--- src/rtl/fpu_result_buffer_if.sv ---
// Bundle of the issue, FPU-result and core-result handshakes around the FPU result buffer.
// The buffer takes the slave view; the environment driving it takes the master view.
interface fpu_result_buffer_if #(
    parameter int DEPTH      = 4,
    parameter int ID_WIDTH   = 4,
    parameter int DATA_WIDTH = 32
);
    localparam int CW = $clog2(DEPTH) + 1;

    logic                  issue_fire_i;
    logic [ID_WIDTH-1:0]   issue_id_i;
    logic [4:0]            issue_rd_i;
    logic                  issue_stall_o;
    logic                  fpu_valid_i;
    logic                  fpu_ready_o;
    logic [DATA_WIDTH-1:0] fpu_data_i;
    logic [4:0]            fpu_status_i;
    logic                  result_valid_o;
    logic                  result_ready_i;
    logic [ID_WIDTH-1:0]   result_id_o;
    logic [4:0]            result_rd_o;
    logic [DATA_WIDTH-1:0] result_data_o;
    logic                  result_we_o;
    logic [4:0]            result_fflags_o;
    logic                  flush_i;
    logic [CW-1:0]         count_o;
    logic                  err_o;

    modport slave (
        input  issue_fire_i, issue_id_i, issue_rd_i,
        input  fpu_valid_i, fpu_data_i, fpu_status_i,
        input  result_ready_i, flush_i,
        output issue_stall_o, fpu_ready_o,
        output result_valid_o, result_id_o, result_rd_o, result_data_o,
        output result_we_o, result_fflags_o, count_o, err_o
    );

    modport master (
        output issue_fire_i, issue_id_i, issue_rd_i,
        output fpu_valid_i, fpu_data_i, fpu_status_i,
        output result_ready_i, flush_i,
        input  issue_stall_o, fpu_ready_o,
        input  result_valid_o, result_id_o, result_rd_o, result_data_o,
        input  result_we_o, result_fflags_o, count_o, err_o
    );
endinterface

--- src/rtl/fpu_result_buffer.sv ---
// In-order result buffer: ids are allocated at issue, FPU results fill them in issue order,
// and completed entries drain to the core from the head with one cycle of latency.
module fpu_result_buffer #(
    parameter int DEPTH      = 4,
    parameter int ID_WIDTH   = 4,
    parameter int DATA_WIDTH = 32
) (
    input  logic                 clk_i,
    input  logic                 rst_ni,
    fpu_result_buffer_if.slave   bus
);
    localparam int AW = $clog2(DEPTH);
    localparam int PW = AW + 1;

    logic [PW-1:0] tail_reg, tail_next;
    logic [PW-1:0] fill_reg, fill_next;
    logic [PW-1:0] head_reg, head_next;
    logic [DEPTH-1:0] done_reg, done_next;
    logic err_reg, err_next;

    logic [ID_WIDTH-1:0]   id_mem     [DEPTH];
    logic [4:0]            rd_mem     [DEPTH];
    logic [DATA_WIDTH-1:0] data_mem   [DEPTH];
    logic [4:0]            fflags_mem [DEPTH];

    logic [AW-1:0] tail_idx, fill_idx, head_idx;
    logic [PW-1:0] count;
    logic stall, fpu_ready, result_valid;
    logic alloc, fill_en, drain;
    logic [DEPTH-1:0] alloc_hit, fill_hit;

    assign tail_idx = tail_reg[AW-1:0];
    assign fill_idx = fill_reg[AW-1:0];
    assign head_idx = head_reg[AW-1:0];

    // Wrap bit in the MSB makes tail - head the occupancy, DEPTH meaning full.
    assign count        = tail_reg - head_reg;
    assign stall        = (count == PW'(DEPTH));
    assign fpu_ready    = (fill_reg != tail_reg);
    assign result_valid = (head_reg != fill_reg) && done_reg[head_idx];

    assign alloc   = bus.issue_fire_i && !stall;
    assign fill_en = bus.fpu_valid_i && fpu_ready;
    assign drain   = result_valid && bus.result_ready_i;

    generate
        for (genvar gi = 0; gi < DEPTH; gi++) begin : g_entry_hit
            assign alloc_hit[gi] = alloc   && (tail_idx == AW'(gi));
            assign fill_hit[gi]  = fill_en && (fill_idx == AW'(gi));
        end
    endgenerate

    always_comb begin
        tail_next = tail_reg;
        fill_next = fill_reg;
        head_next = head_reg;
        done_next = (done_reg & ~alloc_hit) | fill_hit;
        err_next  = err_reg
                  | (bus.issue_fire_i && stall)
                  | (bus.fpu_valid_i && !fpu_ready);
        if (alloc)   tail_next = tail_reg + PW'(1);
        if (fill_en) fill_next = fill_reg + PW'(1);
        if (drain)   head_next = head_reg + PW'(1);
        if (bus.flush_i) begin
            tail_next = '0;
            fill_next = '0;
            head_next = '0;
            done_next = '0;
        end
    end

    always_ff @(posedge clk_i) begin
        if (!rst_ni) begin
            tail_reg <= '0;
            fill_reg <= '0;
            head_reg <= '0;
            done_reg <= '0;
            err_reg  <= 1'b0;
        end else begin
            tail_reg <= tail_next;
            fill_reg <= fill_next;
            head_reg <= head_next;
            done_reg <= done_next;
            err_reg  <= err_next;
        end
    end

    // Payload storage needs no reset; validity lives entirely in the pointers and done bits.
    always_ff @(posedge clk_i) begin
        if (alloc) begin
            id_mem[tail_idx] <= bus.issue_id_i;
            rd_mem[tail_idx] <= bus.issue_rd_i;
        end
        if (fill_en) begin
            data_mem[fill_idx]   <= bus.fpu_data_i;
            fflags_mem[fill_idx] <= bus.fpu_status_i;
        end
    end

    assign bus.issue_stall_o   = stall;
    assign bus.fpu_ready_o     = fpu_ready;
    assign bus.result_valid_o  = result_valid;
    assign bus.result_we_o     = result_valid;
    assign bus.result_id_o     = id_mem[head_idx];
    assign bus.result_rd_o     = rd_mem[head_idx];
    assign bus.result_data_o   = data_mem[head_idx];
    assign bus.result_fflags_o = fflags_mem[head_idx];
    assign bus.count_o         = count;
    assign bus.err_o           = err_reg;
endmodule

--- src/flat_wrapper.sv ---
// flat-port wrapper written by rule: the top's interface ports become plain ports
module fpu_result_buffer_flat 
#(
    parameter int DEPTH      = 4,
    parameter int ID_WIDTH   = 4,
    parameter int DATA_WIDTH = 32
)
  (clk_i, rst_ni, bus_issue_fire_i, bus_issue_id_i, bus_issue_rd_i, bus_fpu_valid_i, bus_fpu_data_i, bus_fpu_status_i, bus_result_ready_i, bus_flush_i, bus_issue_stall_o, bus_fpu_ready_o, bus_result_valid_o, bus_result_id_o, bus_result_rd_o, bus_result_data_o, bus_result_we_o, bus_result_fflags_o, bus_count_o, bus_err_o);
  fpu_result_buffer_if #(.DEPTH(DEPTH), .ID_WIDTH(ID_WIDTH), .DATA_WIDTH(DATA_WIDTH)) bus_i ();
  input  logic clk_i;
  input  logic rst_ni;
  input wire logic [$bits(bus_i.issue_fire_i)-1:0] bus_issue_fire_i;
  input wire logic [$bits(bus_i.issue_id_i)-1:0] bus_issue_id_i;
  input wire logic [$bits(bus_i.issue_rd_i)-1:0] bus_issue_rd_i;
  input wire logic [$bits(bus_i.fpu_valid_i)-1:0] bus_fpu_valid_i;
  input wire logic [$bits(bus_i.fpu_data_i)-1:0] bus_fpu_data_i;
  input wire logic [$bits(bus_i.fpu_status_i)-1:0] bus_fpu_status_i;
  input wire logic [$bits(bus_i.result_ready_i)-1:0] bus_result_ready_i;
  input wire logic [$bits(bus_i.flush_i)-1:0] bus_flush_i;
  output wire logic [$bits(bus_i.issue_stall_o)-1:0] bus_issue_stall_o;
  output wire logic [$bits(bus_i.fpu_ready_o)-1:0] bus_fpu_ready_o;
  output wire logic [$bits(bus_i.result_valid_o)-1:0] bus_result_valid_o;
  output wire logic [$bits(bus_i.result_id_o)-1:0] bus_result_id_o;
  output wire logic [$bits(bus_i.result_rd_o)-1:0] bus_result_rd_o;
  output wire logic [$bits(bus_i.result_data_o)-1:0] bus_result_data_o;
  output wire logic [$bits(bus_i.result_we_o)-1:0] bus_result_we_o;
  output wire logic [$bits(bus_i.result_fflags_o)-1:0] bus_result_fflags_o;
  output wire logic [$bits(bus_i.count_o)-1:0] bus_count_o;
  output wire logic [$bits(bus_i.err_o)-1:0] bus_err_o;
  assign bus_i.issue_fire_i = bus_issue_fire_i;
  assign bus_i.issue_id_i = bus_issue_id_i;
  assign bus_i.issue_rd_i = bus_issue_rd_i;
  assign bus_i.fpu_valid_i = bus_fpu_valid_i;
  assign bus_i.fpu_data_i = bus_fpu_data_i;
  assign bus_i.fpu_status_i = bus_fpu_status_i;
  assign bus_i.result_ready_i = bus_result_ready_i;
  assign bus_i.flush_i = bus_flush_i;
  assign bus_issue_stall_o = bus_i.issue_stall_o;
  assign bus_fpu_ready_o = bus_i.fpu_ready_o;
  assign bus_result_valid_o = bus_i.result_valid_o;
  assign bus_result_id_o = bus_i.result_id_o;
  assign bus_result_rd_o = bus_i.result_rd_o;
  assign bus_result_data_o = bus_i.result_data_o;
  assign bus_result_we_o = bus_i.result_we_o;
  assign bus_result_fflags_o = bus_i.result_fflags_o;
  assign bus_count_o = bus_i.count_o;
  assign bus_err_o = bus_i.err_o;
  fpu_result_buffer #(.DEPTH(DEPTH), .ID_WIDTH(ID_WIDTH), .DATA_WIDTH(DATA_WIDTH)) u_core (.clk_i(clk_i), .rst_ni(rst_ni), .bus(bus_i));
endmodule
--- config.mk ---
export PLATFORM = sky130hd
export DESIGN_NAME = fpu_result_buffer_flat
export DESIGN_NICKNAME = d
export VERILOG_FILES = /design/src/rtl/fpu_result_buffer_if.sv /design/src/rtl/fpu_result_buffer.sv /design/src/flat_wrapper.sv
export SDC_FILE = /design/constraint.sdc
export NUM_CORES = 1
export LEC_CHECK = 0
export ABC_AREA = 1
export BUFFER_PORTS_ARGS = -buffer_cell sky130_fd_sc_hd__clkbuf_2
export CORE_ASPECT_RATIO = 2
export CORE_MARGIN = 10
export CORE_UTILIZATION = 35
export CTS_BUF_LIST = sky130_fd_sc_hd__clkbuf_4
export DETAILED_ROUTE_END_ITERATION = 10
export GPL_ROUTABILITY_DRIVEN = 1
export PLACE_DENSITY = 0.62
export SYNTH_ARGS = -nofsm -noshare
export SYNTH_HDL_FRONTEND = slang
export SYNTH_SLANG_ARGS = --single-unit
export TNS_END_PERCENT = 30
--- constraint.sdc ---
create_clock -name clk_i -period 3.2 [get_ports clk_i]
set_input_delay 0.48 -clock clk_i [delete_from_list [all_inputs] [get_ports clk_i]]
set_output_delay 0.48 -clock clk_i [all_outputs]
set_load 0.005 [all_outputs]
After elaboration in Yosys (flattened, before gate mapping):

Memory sizes are Yosys's and may differ from the RTL's. A register that Yosys moved wholly into a read port is not among the register bits.
Cells that the tools add are included.

* register bits: 14
* RAM bits: 184
* bits of input ports: 52
* output and inout port bits: 54
* logic and storage cells: 62
* memories kept: 4

* add/sub/neg operators: 4
* magnitude comparators: 1
* eq/ne operators: 9
* multiplexer cells: 14
* bitwise logic cells: 6
* reduce and logical (&&, ||, !) cells: 19

Memories
* u_core.data_mem: words 4, bits a word 32, rd ports 1, clocked after Yosys merged registers in 1, wr ports 1, line fpu_result_buffer.sv:23 `logic [DATA_WIDTH-1:0] data_mem [DEPTH];`
* u_core.fflags_mem: words 4, bits a word 5, rd ports 1, clocked after Yosys merged registers in 1, wr ports 1, line fpu_result_buffer.sv:24 `logic [4:0] fflags_mem [DEPTH];`
* u_core.rd_mem: words 4, bits a word 5, rd ports 1, clocked after Yosys merged registers in 1, wr ports 1, line fpu_result_buffer.sv:22 `logic [4:0] rd_mem [DEPTH];`
* u_core.id_mem: words 4, bits a word 4, rd ports 1, clocked after Yosys merged registers in 1, wr ports 1, line fpu_result_buffer.sv:21 `logic [ID_WIDTH-1:0] id_mem [DEPTH];`

Operators with widths (count)
* two-way mux 2 bit: 8
* logical AND 1 bit: 14
* adder 3 x 1 -> 3 bit (second input constant): 3
* equality test 2 bit (second input constant): 4
* inequality test 3 bit: 2
* two-way mux 1 bit: 5
* AND 4 bit: 1
* equality test 2 x 1 -> 1 bit (second input constant): 2
* zero test 2 bit: 2
* inverter 4 bit: 1
* bitwise OR 4 bit: 1
* equality test 3 bit (second input constant): 1
* less-than comparator 2 x 3 -> 1 bit (second input constant): 1
* subtractor 3 bit: 1
* binary-select mux 1 bit (select 2 bit): 1
* zero test 1 bit: 2
* bitwise OR 1 bit: 2
* OR reduction 2 bit: 1
* inverter 1 bit: 1

Longest topological paths before layout:

Gate-level depths: netlist of the first run.

* depth after elaboration: 8
* depth in mapped cells: 10
* mapped depth without buffers: 10

Least setup slack after synthesis of the first run:

No wires, ideal clock.

* kind: reg-to-reg
* start: register u_core.tail_reg[0]
* end: memory u_core.id_mem[0][0], enable pin
* setup time: 0.329 ns
* data arrival time: 1.692 ns
* required time: 2.871 ns
* setup slack: 1.179 ns
* cell stages (with the launch flop): 9
* buffers on the path: 0
* period minus slack after synthesis: 2.021 ns
* cells stage by stage: dfxtp_1 inv_1 ha_1 fa_1 nand2_1 inv_1 nand3_4 nand3_1 inv_1

* longest elaborated chain between the ends: 6

RTL lines
* start: declaration: line fpu_result_buffer.sv:15 `logic [PW-1:0] tail_reg, tail_next;`
* start signal: assignment: line fpu_result_buffer.sv:80 `tail_reg <= tail_next;`
* subtractor 3 bit: line fpu_result_buffer.sv:37 `assign count = tail_reg - head_reg;`
* equality test 3 bit: line fpu_result_buffer.sv:38 `assign stall = (count == PW'(DEPTH));`
* zero test 1 bit: line fpu_result_buffer.sv:42 `assign alloc = bus.issue_fire_i && !stall;`
* logical AND 1 bit: line fpu_result_buffer.sv:42
* two-way mux 1 bit: line fpu_result_buffer.sv:90 `if (alloc) begin`
* two-way mux 1 bit (implied by the code): line fpu_result_buffer.sv:91 `id_mem[tail_idx] <= bus.issue_id_i;`
* end: declaration: line fpu_result_buffer.sv:21

Several ways; a longest one is shown, not always the timed one.

==> impl_summary.txt, run 1 <==
----------------------------------------------------
[Run status]
  Result of the run ... complete, no violations

[Final layout]
  Core Util, Final ... 0.407
  Number of flip-flops under the largest register name ... 128
  Layout cell share with drive strength beyond 1 ... 0.239
  Registers with the most flip-flops ... u_core.data_mem x128, u_core.fflags_mem x20, u_core.rd_mem x20
  Final design area excluding fillers ... 0.00897 sq mm
  Post-route non-filler standard cell count ... 982
  Signed area change from the synthesized netlist to the final layout ... 15.0%
  Net count, final ... between 700 and 800
  Largest reg by FF count ... u_core.data_mem

[Detailed routing]
  Total number of vias ... 4834
  Avg WL per Cell ... 17.9 microns
  First-pass iteration count of the detailed router ... 4
  Detailed Route Iter0 Violations ... roughly 270
  Post-detailed-routing wire length ... around 18 mm
  ANT nets after route ... 0
  DRC violations left ... 0
  Via density per instance ... 4.92

[Timing]
  Worst clock skew on the final layout ... 0.0243 ns
  RSZ-0062 raised after global routing ... no
  Highest clock frequency the design can meet ... ~0.34 GHz
  Worst-case headroom to the max-slew limit ... 0.596
  Setup slack after layout ... 0.277 ns
  Total negative setup slack ... 0 ns
  Setup-violating endpoint count in the final report ... 0
  Min Clock Period, post-route ... between 2 and 3 ns
  Slew at the pin closest to its max-slew limit ... a little over 0.6 ns
  Max-slew violation total from the final report ... 0
  Final clock period utilization by the worst path ... 0.914
  Hold Violations, Final ... 0

[Logic synthesis]
  Post-synthesis cell area ... 0.00780 sq mm
  Number of nets in the synthesized netlist ... 649
  Dominant cells by area after synthesis ... edfxtp_1, nor2_1, o21ai_0
  Synth top cells by count ... edfxtp_1, nor2_1, o21ai_0, o22ai_1, inv_1
  Post-synthesis cell count ... 586
  Post-synth EDFFs ... 184
  Number of distinct library cells after synthesis ... 28
  Leading cell type by number of instances after synthesis ... edfxtp_1
  Leading register cell type out of synthesis ... edfxtp_1
  Flip-flop and latch count after synthesis ... 200
  Synth top area share ... 0.709
  Average cell area after synthesis ... around 13 sq um
  Share of flip-flops with an asynchronous set or reset after synthesis ... 0
  Library cell occupying the most area in the post-synthesis netlist ... edfxtp_1
  Share of the yosys chip area belonging to registers ... 0.750
  Yosys warns ... 0

[CTS]
  Root buffer cell ... clkbuf_4
  Post-CTS Repair Setup Buffers ... 0
  Post-CTS clock slew at the launch and capture registers of the worst setup and hold paths ... 0.14 ns
  Hold-fix buffers at CTS ... 0
  # H-tree levels ... 4
  Clk buf depth ... 2
  Sinks on the clock net ... 200
  Inserted Clock Buffers ... 17
  Skew-Pair Late Insertion Delay ... about 0.59 ns
  Clock tree from TritonCTS ... built
  Post-CTS sizing ... 0

[Pwr]
  Sw frac ... 0.211
  Internal power ... 3550 uW
  Maximum vdd drop ... 0.000279 V
  Switching power total ... 946 uW
  Power per unit of standard cell area ... 501 mW/mm^2
  Share of power burned in registers ... 0.649
  Comb pwr share ... 0.046
  Static power due to leakage ... 0.00328 uW
  Clock network fraction of design power ... 0.305

[Global routing]
  Initial antenna violation count ... 3
  First-pass GRT wire length ... between 20 and 30 mm
  Largest net degree at the start of global routing ... 49
  Global-route total usage across every layer ... 0.122
  Final global-route overflow total ... 0
  Via count of the first global-routing pass ... 5032

[Place]
  Hpwl dp ... ~12 mm
  Placement-stage cell area ... 0.00866 sq mm
  Weighted congestion at the end of routability-driven global placement ... 0.765
  Number of cells in the design after placement ... 948
  Setup Slack @ Placement ... 0.738 ns
  Number of port buffers ... roughly 110

[Setup path]
  Category of the most critical setup path ... reg -> out
  Data required, critical path ... 2.72 ns
  CP endpoint kind ... output pin
  Crit path DAT ... 2.44 ns
  Critical path launch point type ... flop
  Maximum fanout encountered on the critical timing path ... 48

[Floorplan]
  Die height ... 231 microns
  Placeable core area ... approximately 0.022 sq mm
  Initial core utilization ... 0.353
  Die footprint ... roughly 0.029 sq mm
  Count of pins on the block boundary ... 106
  Die W ... 126 microns
  Placement Rows ... between 70 and 80

[Run]
  Total of max-cap violations ... 0

[Hold path]
  Worst min path class ... in -> reg

----------------------------------------------------
## per-stage QoR
step / total power [uW] / hold slack, ns
2_1_floorplan: 3060 / 0.440
3_3_place_gp: 3190 / 0.458
3_5_place_dp: 3190 / 0.464
4_1_cts: 4560 / 0.00705
5_1_grt: 4690 / 0.0220
6_report: 4490 / 0.101
## placed cells by master, fill, tap and decap left out, types with 2 or more instances in the layout
master / synthesis / layout
inv_6: 0 / 2
nand4_1: 2 / 2
o21ai_0: 76 / 76
buf_12: 0 / 3
nand3_2: 4 / 4
nor2_1: 112 / 112
clkbuf_2: 0 / 105
nand3_1: 10 / 10
clkbuf_4: 0 / 20
diode_2: 0 / 2
clkinvlp_4: 0 / 2
nand2_1: 18 / 18
xnor2_1: 6 / 6
ha_1: 10 / 10
inv_1: 28 / 23
dfxtp_1: 16 / 14
buf_4: 3 / 8
edfxtp_1: 184 / 184
xor2_1: 3 / 3
clkinv_4: 0 / 2
o22ai_1: 46 / 46
clkinv_1: 2 / 4
a21oi_1: 6 / 6
o21ai_1: 20 / 20
bufinv_16: 0 / 3
nand2_2: 4 / 4
inv_2: 2 / 5
clkinv_2: 0 / 2
## power by group through the flow
stage	Clock [uW]	Combinational, uW	Sequential, uW
floorplan	0	84.2	2980
global placement	0	211	2980
detailed placement	0	213	2980
CTS	1430	214	2920
global route	1530	234	2920
finish	1370	205	2920
## critical path, cell delays in order, from the launching register on
cell and delay, ns:
dfxtp_4 0.70, buf_4 0.49, o21ai_0 0.18, o22ai_1 0.30, clkbuf_2 0.17
## cell type report
| cell class | count | area (sq um) |
|---|---|---|
| sequential | 200 | 5850 |
| fill | 2080 | 13100 |
| timing repair buffer | 116 | 646 |
| inverter | 32 | 126 |
| multi-input combinational | 324 | 1700 |
| clock buffer | 20 | 150 |
| antenna | 2 | 5.00 |
| tap | 276 | 345 |
| clock inverter | 12 | 150 |
## kinds of logic (layout without fill, tap and decap cells)
family,count (synthesis),count (layout),share of synthesized area
flip-flops,200,200,0.750
AO/OA/AOI/OAI,150,150,0.104
XOR/XNOR,9,9,0.0101
buffers and inverters,62,180,0.0327
adder cells (fa/ha/maj),11,11,0.0186
other,0,2,0
AND/OR/NAND/NOR,154,154,0.0844
## final timing paths
check,start,to,slack [ns],depth (start not counted)
worst max register to register,u_core.tail_reg[0]$_SDFFE_PP0P_,u_core.rd_mem[1][1]$_DFFE_PP_,0.81,8
worst min register to register,u_core.done_reg[2]$_SDFF_PP0_,u_core.done_reg[2]$_SDFF_PP0_,0.48,2
worst max-delay path,flop,bus_result_data_o[7],0.28,4
worst min-delay path,rst_ni,u_core.bus.err_o$_SDFF_PN0_,0.10,3
## per-layer routing
layer	global-route usage	up-vias	routed length, microns
met2	0.226	105	9870
met4	0.0499	2	382
li1	-	2345	-
met5	0	-	20
met3	0.0396	20	761
met1	0.123	2362	6530
(Power assumes the default switching activity.)
==> run 2, diff against run 1 <==
--- a/config.mk
+++ b/config.mk
@@ -13,7 +13,6 @@
 export CTS_BUF_LIST = sky130_fd_sc_hd__clkbuf_4
 export DETAILED_ROUTE_END_ITERATION = 10
 export GPL_ROUTABILITY_DRIVEN = 1
-export PLACE_DENSITY = 0.62
 export SYNTH_ARGS = -nofsm -noshare
 export SYNTH_HDL_FRONTEND = slang
 export SYNTH_SLANG_ARGS = --single-unit
==> run 2 against run 1 <==
Effect of this change:
- power rose by 0.28%
- largest cell class unchanged
- sequential share of layout area fell by 0.19 points
- highest routed layer unchanged
- final cell count rose by 0.41%
- maximum frequency rose by 1.0%
- sequential power barely moved
- critical path type unchanged
==> impl_summary.txt, run 2 (synthesis results as in run 1) <==
----------------------------------------------------
[Run status]
  Result of the run ... complete, no violations

[Setup path]
  Worst setup startpoint ... u_core.tail_reg[0]$_SDFFE_PP0P_
  FF-to-FF Start ... u_core.tail_reg[0]$_SDFFE_PP0P_
  Crit path DAT ... 2.41 ns (-0.03 ns)
  CP endpoint kind ... output pin
  Maximum fanout encountered on the critical timing path ... 8 (-83%)
  Top delay family on crit path ... adder cells
  Ordered cell list for the critical path ... inv_1, ha_1, fa_1, nand2_1, inv_1, nand3_4, inv_1, clkbuf_2
  Buffers & Inverters on Critical Path ... 4 (+2)
  Category of the most critical setup path ... reg -> out
  Critical Path Slowest Stage Cell ... fa_1
  Data required, critical path ... 2.72 ns (about the same)
  Worst path max stage delay ... 0.57 ns (-0.13 ns)
  Crit path top cell by count ... inv_1
  Critical path launch point type ... flop

[Pwr]
  Internal power ... 3480 uW (-1.9%)
  Static power due to leakage ... 0.00329 uW (+0.35%)
  Switching power total ... 1030 uW (+8.4%)
  Share of power burned in registers ... 0.648 (about the same)
  Power per unit of standard cell area ... 501 mW/mm^2 (about the same)
  Clock network fraction of design power ... 0.305 (about the same)
  Sw frac ... 0.228 (+0.0170)
  Maximum vdd drop ... 0.000326 V (+17%)
  Comb pwr share ... 0.047 (about the same)

[Hold path]
  Worst Min Path Start ... bus_fpu_data_i[12]
  Worst min path class ... in -> reg

[Floorplan]
  Placement Rows ... 77 (unchanged)
  Initial core utilization ... 0.353 (unchanged)
  Die footprint ... 0.0290 sq mm (unchanged)
  Placeable core area ... 0.0221 sq mm (unchanged)
  Die W ... 126 microns (unchanged)
  Count of pins on the block boundary ... 106 (unchanged)
  Die height ... 231 microns (unchanged)

[Place]
  Placement-stage cell area ... 0.00865 sq mm (about the same)
  Weighted congestion at the end of routability-driven global placement ... 0.800 (+4.6%)
  Hpwl dp ... 11.8 mm (+1.5%)
  Number of port buffers ... 105 (unchanged)

[CTS]
  Sinks on the clock net ... 200 (unchanged)
  Skew-Pair Late Insertion Delay ... 0.60 ns (about the same)
  Root buffer cell ... clkbuf_4
  Clock tree from TritonCTS ... built
  Post-CTS clock slew at the launch and capture registers of the worst setup and hold paths ... 0.18 ns (+0.04 ns)
  Clk buf depth ... 2 (unchanged)
  Hold-fix buffers at CTS ... 0 (unchanged)
  # H-tree levels ... 4 (unchanged)
  Post-CTS Repair Setup Buffers ... 0 (unchanged)
  Post-CTS sizing ... 0 (unchanged)
  Inserted Clock Buffers ... 17 (unchanged)

[Global routing]
  Initial antenna violation count ... 3 (unchanged)
  Final global-route overflow total ... 0 (unchanged)
  Largest net degree at the start of global routing ... 93 (+90%)
  Via count of the first global-routing pass ... 4982 (-0.99%)
  First-pass GRT wire length ... 27.1 mm (-2.0%)
  Global-route total usage across every layer ... 0.122 (-0.000885)

[Final layout]
  Largest reg by FF count ... u_core.data_mem
  Layout cell share with drive strength beyond 1 ... 0.240 (+0.00148)
  Registers with the most flip-flops ... u_core.data_mem x128, u_core.fflags_mem x20, u_core.rd_mem x20
  Multi-input gate area ... 0.00170 sq mm (unchanged)
  Signed area change from the synthesized netlist to the final layout ... 15.3%
  Sequential cell area in the final layout ... 0.00585 sq mm (about the same)
  Commonest non-fill, non-tap cell in the layout ... edfxtp_1
  Commonest non-fill, non-tap cells in the layout ... edfxtp_1, nor2_1, clkbuf_2, o21ai_0, o22ai_1
  Final-layout fill cell count ... 2060 (-0.96%)
  Final design area excluding fillers ... 0.00899 sq mm (+0.25%)
  Net count, final ... 758 (+0.53%)
  Number of flip-flops under the largest register name ... 128 (unchanged)

[Detailed routing]
  Total number of vias ... 4828 (-0.12%)
  Detailed Route Iter0 Violations ... 293 (+7.3%)
  ANT nets after route ... 0 (unchanged)
  DRC violations left ... 0 (unchanged)
  Post-detailed-routing wire length ... 17.7 mm (+0.72%)
  Via density per instance ... 4.90 (-0.53%)
  First-pass iteration count of the detailed router ... 4 (unchanged)
  Avg WL per Cell ... 17.9 microns (+0.31%)

[Timing]
  Worst clock skew on the final layout ... 0.0302 ns (+0.00584 ns)
  Max-slew violation total from the final report ... 0 (unchanged)
  Post-Route Hold Slack ... 0.0915 ns (-0.00916 ns)
  Hold Violations, Final ... 0 (unchanged)
  Worst-case headroom to the max-slew limit ... 0.596 (about the same)
  Slew at the pin closest to its max-slew limit ... 0.606 ns (+0.000723 ns)
  Highest clock frequency the design can meet ... 0.346 GHz (+1.0%)
  Final clock period utilization by the worst path ... 0.904 (-0.00927)
  Total negative setup slack ... 0 ns (unchanged)
  Setup-violating endpoint count in the final report ... 0 (unchanged)
  Min Clock Period, post-route ... 2.89 ns (-0.0297 ns)
  RSZ-0062 raised after global routing ... no

[Run]
  Total of max-cap violations ... 0 (unchanged)

----------------------------------------------------
run 2: final timing paths:
kind	depth (start not counted)	slack [ns]	to
max reg2reg	8	0.88	u_core.rd_mem[2][3]$_DFFE_PP_
min reg2reg	2	0.49	u_core.done_reg[3]$_SDFF_PP0_
min	1	0.09	u_core.data_mem[0][12]$_DFFE_PP_
max	8	0.31	bus_issue_stall_o
run 2: power by group through the flow:
stage                     clock network [uW]  logic [uW]  registers [uW]
after floorplan                            0        84.2            2980
after global placement                     0         212            2980
after detailed placement                   0         214            2980
after CTS                               1430         215            2920
after global routing                    1540         236            2920
final                                   1380         211            2920
run 2: layer usage:
layer	routed length (microns)	GRT usage	up-vias
li1	-	-	2356
met1	6430	0.113	2344
met2	10100	0.236	102
met3	717	0.0352	24
met4	426	0.0517	2
met5	13	0	-
run 2: layout make-up:
class                   count  share of cell area
clock buffers              17              0.0142
repair buffers            120              0.0746
inverters                  32              0.0134
well taps                 276              0.0384
diodes                      2            0.000557
multi-input cells         324               0.189
clock inverters            15              0.0199
flip-flops and latches    200               0.650
run 2: stage by stage:
step / cells / utilization / total power [uW] / setup WS, ns
6_report: 986 / 0.408 / 4510 / 0.306
3_5_place_dp: 949 / 0.392 / 3190 / 0.900
2_1_floorplan: 586 / - / 3060 / 1.18
3_3_place_gp: 949 / 0.392 / 3190 / 0.926
5_1_grt: 985 / 0.407 / 4700 / 0.111
4_1_cts: 981 / 0.406 / 4560 / 0.223
==> run 3, diff against run 2 <==
==> constraint.sdc (replaced) <==
create_clock -name clk_i -period 3.7 [get_ports clk_i]
set_input_delay 0.555 -clock clk_i [delete_from_list [all_inputs] [get_ports clk_i]]
set_output_delay 0.555 -clock clk_i [all_outputs]
set_load 0.005 [all_outputs]
==> run 3 against run 2 <==
Effect of this change:
- clock skew down 0.0074 ns
- global-route usage grew 0.087 points
- die area unchanged
- first-iteration DRC count is 1.0% lower
- non-clock buffer count is 10 lower
- setup slack better by 0.41 ns
- sequential cell count unchanged
- cell area is 1.3% lower
- clock power decreased by 19%
- register-to-register slack better by 0.45 ns
==> impl_summary.txt, run 3 (synthesis results as in run 1) <==
----------------------------------------------------
[Global routing]
  Global-route total usage across every layer ... 0.122 (+0.000869)
  Via count of the first global-routing pass ... 4891 (-1.8%)
  Final global-route overflow total ... 0 (unchanged)
  Initial antenna violation count ... 4 (+1)
  First-pass GRT wire length ... 27.3 mm (+0.72%)
  Largest net degree at the start of global routing ... 93 (unchanged)

[CTS]
  Skew-Pair Late Insertion Delay ... 0.60 ns (about the same)
  Clock tree from TritonCTS ... built
  Root buffer cell ... clkbuf_4
  Post-CTS clock slew at the launch and capture registers of the worst setup and hold paths ... 0.16 ns (-0.02 ns)
  Sinks on the clock net ... 200 (unchanged)
  Post-CTS Repair Setup Buffers ... 0 (unchanged)
  Post-CTS sizing ... 0 (unchanged)
  Inserted Clock Buffers ... 17 (unchanged)
  # H-tree levels ... 4 (unchanged)
  Clk buf depth ... 2 (unchanged)
  Hold-fix buffers at CTS ... 0 (unchanged)

[Timing]
  Worst-case headroom to the max-slew limit ... 0.333 (-0.263)
  Slew at the pin closest to its max-slew limit ... 0.999 ns (+0.393 ns)
  Setup-violating endpoint count in the final report ... 0 (unchanged)
  Post-Route Hold Slack ... 0.157 ns (+0.0655 ns)
  Max-slew violation total from the final report ... 0 (unchanged)
  RSZ-0062 raised after global routing ... no
  Min Clock Period, post-route ... 2.99 ns
  Highest clock frequency the design can meet ... roughly 0.33 GHz
  Hold Violations, Final ... 0 (unchanged)
  Worst clock skew on the final layout ... 0.0227 ns (-0.00743 ns)
  Final clock period utilization by the worst path ... 0.807
  Total negative setup slack ... 0 ns (unchanged)

[Final layout]
  Layout cell share with drive strength beyond 1 ... 0.232 (-0.00802)
  Signed area change from the synthesized netlist to the final layout ... 13.8%
  Final-layout fill cell count ... 2088 (+1.4%)
  Commonest non-fill, non-tap cell in the layout ... edfxtp_1
  Registers with the most flip-flops ... u_core.data_mem x128, u_core.fflags_mem x20, u_core.rd_mem x20
  Largest reg by FF count ... u_core.data_mem
  Number of flip-flops under the largest register name ... 128 (unchanged)
  Commonest non-fill, non-tap cells in the layout ... edfxtp_1, nor2_1, clkbuf_2, o21ai_0, o22ai_1
  Net count, final ... 748 (-1.3%)
  Core Util, Final ... 0.402 (-0.00533)

[Hold path]
  Worst min path class ... in -> reg

[Run]
  Total of max-cap violations ... 0 (unchanged)

[Detailed routing]
  Avg WL per Cell ... 18.2 microns (+1.4%)
  DRC violations left ... 0 (unchanged)
  Total number of vias ... 4810 (-0.37%)
  ANT nets after route ... 0 (unchanged)
  Post-detailed-routing wire length ... 17.8 mm (+0.45%)
  Detailed Route Iter0 Violations ... 290 (-1.0%)
  First-pass iteration count of the detailed router ... 5 (+1)
  Via density per instance ... 4.92 (+0.54%)

[Floorplan]
  Placeable core area ... 0.0221 sq mm (unchanged)
  Die height ... 231 microns (unchanged)
  Die W ... 126 microns (unchanged)
  Placement Rows ... 77 (unchanged)
  Initial core utilization ... 0.353 (unchanged)
  Count of pins on the block boundary ... 106 (unchanged)
  Die footprint ... 0.0290 sq mm (unchanged)

[Place]
  Weighted congestion at the end of routability-driven global placement ... 0.816 (+1.9%)
  Hpwl dp ... 11.3 mm (-4.6%)
  Number of port buffers ... 105 (unchanged)

[Pwr]
  Static power due to leakage ... 0.00323 uW (-1.8%)
  Maximum vdd drop ... 0.000200 V (-39%)
  Power per unit of standard cell area ... 431 mW/mm^2 (-14%)
  Total power of the final layout ... 3820 uW (-15%)

[Setup path]
  Critical path launch point type ... flop
  Category of the most critical setup path ... reg -> out
  CP endpoint kind ... output pin
  Crit path DAT ... 2.43 ns (+0.02 ns)
  Maximum fanout encountered on the critical timing path ... 8 (unchanged)
  Data required, critical path ... 3.14 ns (+0.42 ns)

[Run status]
  Result of the run ... complete, no violations

----------------------------------------------------
-- run 3: power by group --
part	switching [uW]	leakage [uW]	internal (uW)
registers	12.4	0.00180	2510
clock network	711	0.000151	413
logic	112	0.00128	64.5
-- run 3: final timing paths --
kind	from	to	slack, ns	cells past startpoint
setup / recovery	u_core.tail_reg[0]$_SDFFE_PP0P_	bus_issue_stall_o	0.71	8
hold / removal	rst_ni	u_core.bus.err_o$_SDFF_PN0_	0.16	3
setup reg to reg	u_core.tail_reg[0]$_SDFFE_PP0P_	u_core.id_mem[2][3]$_DFFE_PP_	1.33	8
hold reg to reg	u_core.done_reg[0]$_SDFF_PP0_	u_core.done_reg[0]$_SDFF_PP0_	0.52	2
-- run 3: layout make-up --
cell class	instances	area (sq um)	share of cell area
Sequential cell	200	5850	0.659
Multi-Input combinational cell	324	1700	0.191
Timing Repair Buffer	110	576	0.0649
Tap cell	276	345	0.0389
Clock inverter	14	146	0.0165
Clock buffer	18	135	0.0152
Inverter	32	120	0.0135
Antenna cell	3	7.51	0.000846
-- run 3: metrics by stage --
stage                     instances  worst slack, ns  instance area [sq um]
after floorplan                 586             1.61                   7800
after global placement          942             1.39                   8590
after detailed placement        942             1.36                   8590
after CTS                       974            0.623                   8870
after global routing            976            0.525                   8870
final                           977            0.713                   8870
-- run 3: metal layers --
layer / part of all wire / vias up / global-route usage
met5: 0.00068 / - / 0
li1: - / 2330 / -
met2: 0.57 / 112 / 0.227
met3: 0.048 / 33 / 0.0286
met4: 0.030 / 2 / 0.0691
met1: 0.36 / 2333 / 0.121
-- run 3: critical path, cell delays in order (launching register included) --
cell      delay, ns
dfxtp_1        0.45
inv_1          0.12
ha_1           0.22
fa_1           0.57
nand2_1        0.06
inv_1          0.09
nand3_4        0.13
inv_1          0.07
clkbuf_2       0.11
